===== src/rtl/fd_stage_reg.sv =====
// Fetch->Decode pipeline register with a one-entry skid buffer.
// Reset, flush (req) and eret redirect clear the slot with fixed priority.
module fd_stage_reg #(
  parameter int                DATA_W     = 32,
  parameter int                EXC_W      = 5,
  parameter logic [EXC_W-1:0]  EXC_NONE   = '0,
  parameter logic [DATA_W-1:0] RESET_PC   = 32'h0000_3000,
  parameter logic [DATA_W-1:0] HANDLER_PC = 32'h0000_4180,
  parameter bit                SKID_EN    = 1'b1
) (
  input  logic              clk,
  input  logic              reset,
  input  logic              en,
  input  logic              valid_in,
  input  logic [DATA_W-1:0] pc_in,
  input  logic [DATA_W-1:0] instr_in,
  input  logic [EXC_W-1:0]  exc_in,
  input  logic              bd_in,
  input  logic              req,
  input  logic              eret,
  input  logic [DATA_W-1:0] epc,
  output logic              ready_out,
  output logic              valid_out,
  output logic [DATA_W-1:0] pc_out,
  output logic [DATA_W-1:0] instr_out,
  output logic [EXC_W-1:0]  exc_out,
  output logic              bd_out
);

  logic              valid_reg;
  logic [DATA_W-1:0] pc_reg;
  logic [DATA_W-1:0] instr_reg;
  logic [EXC_W-1:0]  exc_reg;
  logic              bd_reg;

  logic              skid_full;
  logic [DATA_W-1:0] skid_pc;
  logic [DATA_W-1:0] skid_instr;
  logic [EXC_W-1:0]  skid_exc;
  logic              skid_bd;

  logic redirect;
  logic flush;

  assign redirect = en & eret;
  assign flush    = req | redirect;

  generate
    if (SKID_EN) begin : g_skid
      logic              full_reg;
      logic [DATA_W-1:0] pc_sreg;
      logic [DATA_W-1:0] instr_sreg;
      logic [EXC_W-1:0]  exc_sreg;
      logic              bd_sreg;

      // Capture only while Decode is stalled; drain as soon as en returns.
      always_ff @(posedge clk) begin
        if (reset || flush) begin
          full_reg <= 1'b0;
        end else if (full_reg) begin
          if (en) full_reg <= 1'b0;
        end else if (!en && valid_in) begin
          full_reg   <= 1'b1;
          pc_sreg    <= pc_in;
          instr_sreg <= instr_in;
          exc_sreg   <= exc_in;
          bd_sreg    <= bd_in;
        end
      end

      assign skid_full  = full_reg;
      assign skid_pc    = pc_sreg;
      assign skid_instr = instr_sreg;
      assign skid_exc   = exc_sreg;
      assign skid_bd    = bd_sreg;
      assign ready_out  = ~full_reg;
    end else begin : g_noskid
      assign skid_full  = 1'b0;
      assign skid_pc    = '0;
      assign skid_instr = '0;
      assign skid_exc   = '0;
      assign skid_bd    = 1'b0;
      assign ready_out  = en;
    end
  endgenerate

  always_ff @(posedge clk) begin
    if (reset) begin
      valid_reg <= 1'b0;
      pc_reg    <= RESET_PC;
      instr_reg <= '0;
      exc_reg   <= EXC_NONE;
      bd_reg    <= 1'b0;
    end else if (req) begin
      valid_reg <= 1'b0;
      pc_reg    <= HANDLER_PC;
      instr_reg <= '0;
      exc_reg   <= EXC_NONE;
      bd_reg    <= 1'b0;
    end else if (redirect) begin
      valid_reg <= 1'b0;
      pc_reg    <= epc;
      instr_reg <= '0;
      exc_reg   <= EXC_NONE;
      bd_reg    <= 1'b0;
    end else if (en) begin
      // A held slot is older than anything upstream, so it goes first.
      if (skid_full) begin
        valid_reg <= 1'b1;
        pc_reg    <= skid_pc;
        instr_reg <= skid_instr;
        exc_reg   <= skid_exc;
        bd_reg    <= skid_bd;
      end else begin
        valid_reg <= valid_in;
        pc_reg    <= pc_in;
        instr_reg <= instr_in;
        exc_reg   <= exc_in;
        bd_reg    <= bd_in;
      end
    end
  end

  assign valid_out = valid_reg;
  assign pc_out    = pc_reg;
  assign instr_out = instr_reg;
  assign exc_out   = exc_reg;
  assign bd_out    = bd_reg;

endmodule


===== config.mk =====
export PLATFORM = sky130hd
export DESIGN_NAME = fd_stage_reg
export DESIGN_NICKNAME = d
export VERILOG_FILES = /design/src/rtl/fd_stage_reg.sv
export SDC_FILE = /design/constraint.sdc
export NUM_CORES = 1
export LEC_CHECK = 0
export ABC_AREA = 1
export BUFFER_PORTS_ARGS = -buffer_cell sky130_fd_sc_hd__buf_2
export CORE_MARGIN = 2
export CORE_UTILIZATION = 46
export CTS_CLUSTER_DIAMETER = 80
export DETAILED_ROUTE_END_ITERATION = 8
export PLACE_DENSITY = 0.76
export SYNTH_ARGS = -nofsm -noshare
export SYNTH_HDL_FRONTEND = slang
export SYNTH_SLANG_ARGS = --single-unit

===== constraint.sdc =====
create_clock -name clk -period 6.4 [get_ports clk]
set_clock_uncertainty 0.2 [all_clocks]
set_input_delay 0.64 -clock clk [delete_from_list [all_inputs] [get_ports clk]]
set_output_delay 0.64 -clock clk [all_outputs]
set_load 0.01 [all_outputs]

==> flow_summary_export.csv <==
group,metric,value,unit
yosys,ys.flop_type,"dfxtp_1",
finish,drive_gt1_share,27.6,%
pwr,p_int,1.65,mW
critical_path,timing.critical_path.to,"ready_out",
route,vias,4894,
finish,final_cell_mix,"nand2_1, buf_2, dfxtp_1, edfxtp_1, nand3_1",
route,post_drt_wl_per_cell,13.4,um
critical_path,path_cells,"buf_4, inv_4, buf_2",
die,die_h,117,um
sta,hold_viol,0,
sta,rsz0062_at_grt,"no",
yosys,post_synth_inst_count,674,
yosys,ys_seq_elements,142,
placement,place_congestion,0.806,
sta,slew_headroom,39.4,%
yosys,yosys.area.top_type_share,35.7,%
pwr,swShare,22.4,%
sta,fin_crit,3080,ps
yosys,async_reset_ff_share,0,%
critical_path,cp.arrival,2240,ps
cts,hold_buffers,0,
run,drv_cap,0,
cts,clk_pin_slew,60,ps
sta,worstMarginPinSlew,909,ps
critical_path,r2r_end,"instr_out[30]",
yosys,synth_top_area_cell,"edfxtp_1",
finish,layout_commonest_cell,"nand2_1",
critical_path,cp_top_family,"buffers and inverters",
route,ant_nets,0,
cts,clock-sinks,142,
finish,post-route-util,58.8,%
placement,placed_cell_area,0.00681,mm2
critical_path,path_buf_inv,3,
yosys,ys_types,18,
critical_path,required,5560,ps
finish,area_growth,25.7,%
die,ioPinCount,180,
die,dieArea,0.0137,mm2
placement,port_buffers,179,
sta,hold_slack,205,ps
sta,setup_tns,0,ps
finish,num-fill-cells,1131,
route,drt_wl_total,13.8,mm
critical_path,reg2regPathDepth,6,
critical_path,crit_fanout,72,
pwr,ir_drop,147,uV
sta,max_freq,0.324,GHz
grt,grt_pass1_wl,21.7,mm
yosys,netlist_area,0.00588,mm2
die,start_util,46.8,%
critical_path,worstReg2RegStart,"g_skid.full_reg",
yosys,synth_area_per_cell,8.73,um2
sta,setup_ws,3320,ps
pwr,p_leak,3.45,nW
finish,register_area,0.00354,mm2
critical_path,path_class,"register to primary output",
cts,cts_root_buf,"clkbuf_16",
finish,multiInputGateArea,0.00199,mm2
die,die_width,117,um
cts,htreeDepth,4,
route,drc,0,
sta,final-max-slew-violation-count,0,
pwr,switchingPower,477,uW
critical_path,max_stage_delay,570,ps
cts,cts_tree,"yes",
cts,clockBufferDepth,2,
yosys,yosysSeqAreaShare,60.2,%
pwr,seqPwrFrac,46.7,%
sta,fin_crit_sh,48.2,%
die,num_rows,41,
finish,nets,945,
critical_path,setup.worst_path.start,"g_skid.full_reg",
cts,cts_buffers,17,
grt,antenna_found_initial,2,
pwr,pwr-share-comb,7.9,%
outcome,status,"finished clean",
grt,grt_start_max_net_pins,73,
critical_path,cp_slowest_cell,"buf_4",
finish,stdcell_area,0.00739,mm2
grt,overflow,0,
yosys,syn-num-nets,782,
grt,grt_usage,20.8,%
grt,grt_pass1_vias,4571,
critical_path,rrSetupSlack,4100,ps
route,first_pass_iters,4,
cts,clkLatencyLatePin,420,ps
cts,cts_resized,0,
placement,place_hpwl,8.83,mm
pwr,clock_power_share,45.4,%
yosys,synth_area_leaders,"edfxtp_1, dfxtp_1, nand2_1, nand3_1, a21oi_1",
yosys,yosysWarnings,0,
cts,post_cts_buffers,0,
die,coreArea,0.0126,mm2
critical_path,cp_num_cells,3,
critical_path,worstSetupEndpointType,"primary output",
yosys,synth_edf_count,70,
placement,dp_slack,3340,ps
pwr,power_density,287,mW/mm2
hold_path,hold_path.class,"input port to register",
critical_path,startpoint_type,"register",
route,vias_per_cell,4.78,
route,drt-initial-drc-count,309,
sta,setup_viol,0,
cell type report:
class	instances	area share, %
sequential	142	47.9
multi-input combinational	459	26.9
timing repair buffer	184	12.6
clock buffer	22	6.41
tap	172	2.91
inverter	33	1.71
clock inverter	10	1.51
antenna	1	0.0338
kinds of logic (layout without fill, tap and decap cells):
group	Yosys count	after routing	synth area share (%)
flip-flops	142	142	60.2
AND/OR/NAND/NOR	389	389	27.0
other	0	1	0
buffers and inverters	73	249	6.19
AO/OA/AOI/OAI	70	70	6.59
power by group through the flow:
| stage | registers, mW | logic, mW | clock network (mW) |
|---|---|---|---|
| after floorplan | 1.02 | 0.0902 | 0 |
| after global placement | 1.01 | 0.166 | 0 |
| after detailed placement | 1.01 | 0.168 | 0 |
| after CTS | 0.991 | 0.169 | 0.986 |
| after global routing | 0.993 | 0.191 | 1.02 |
| final | 0.991 | 0.168 | 0.966 |
synthesized netlist by cell type, types with 4 or more instances:
library cell / number
clkbuf_1: 6
a21oi_2: 10
buf_6: 4
or2_0: 20
nand2_1: 303
buf_4: 8
o21ai_0: 11
a21oi_1: 49
buf_2: 22
nor2_1: 7
nand3_1: 55
inv_1: 26
edfxtp_1: 70
inv_2: 6
dfxtp_1: 72
worst min path at each step:
stage	startpoint	to	slack (ps)	cells after the start
floorplan	pc_out[0]	pc_out[0]	270	2
global placement	pc_out[17]	pc_out[17]	240	2
detailed placement	pc_out[9]	pc_out[9]	230	2
CTS	pc_in[25]	g_skid.pc_sreg[25]	190	1
global route	pc_in[25]	g_skid.pc_sreg[25]	190	1
finish	pc_in[25]	g_skid.pc_sreg[25]	210	1
metal layers:
layer	GRT usage [%]	vias up	part of all wire, %
li1	-	2498	-
met3	7.47	22	7.7
met2	33.2	164	46
met1	25.8	2208	44
met4	8.86	2	1.8
met5	0	-	0.080
through the flow:
| stage | std cells | total power, mW |
|---|---|---|
| 2_1_floorplan | 674 | 1.11 |
| 3_3_place_gp | 990 | 1.18 |
| 3_5_place_dp | 990 | 1.18 |
| 4_1_cts | 1022 | 2.15 |
| 5_1_grt | 1022 | 2.21 |
| 6_report | 1023 | 2.12 |
(Power assumes the default switching activity.)
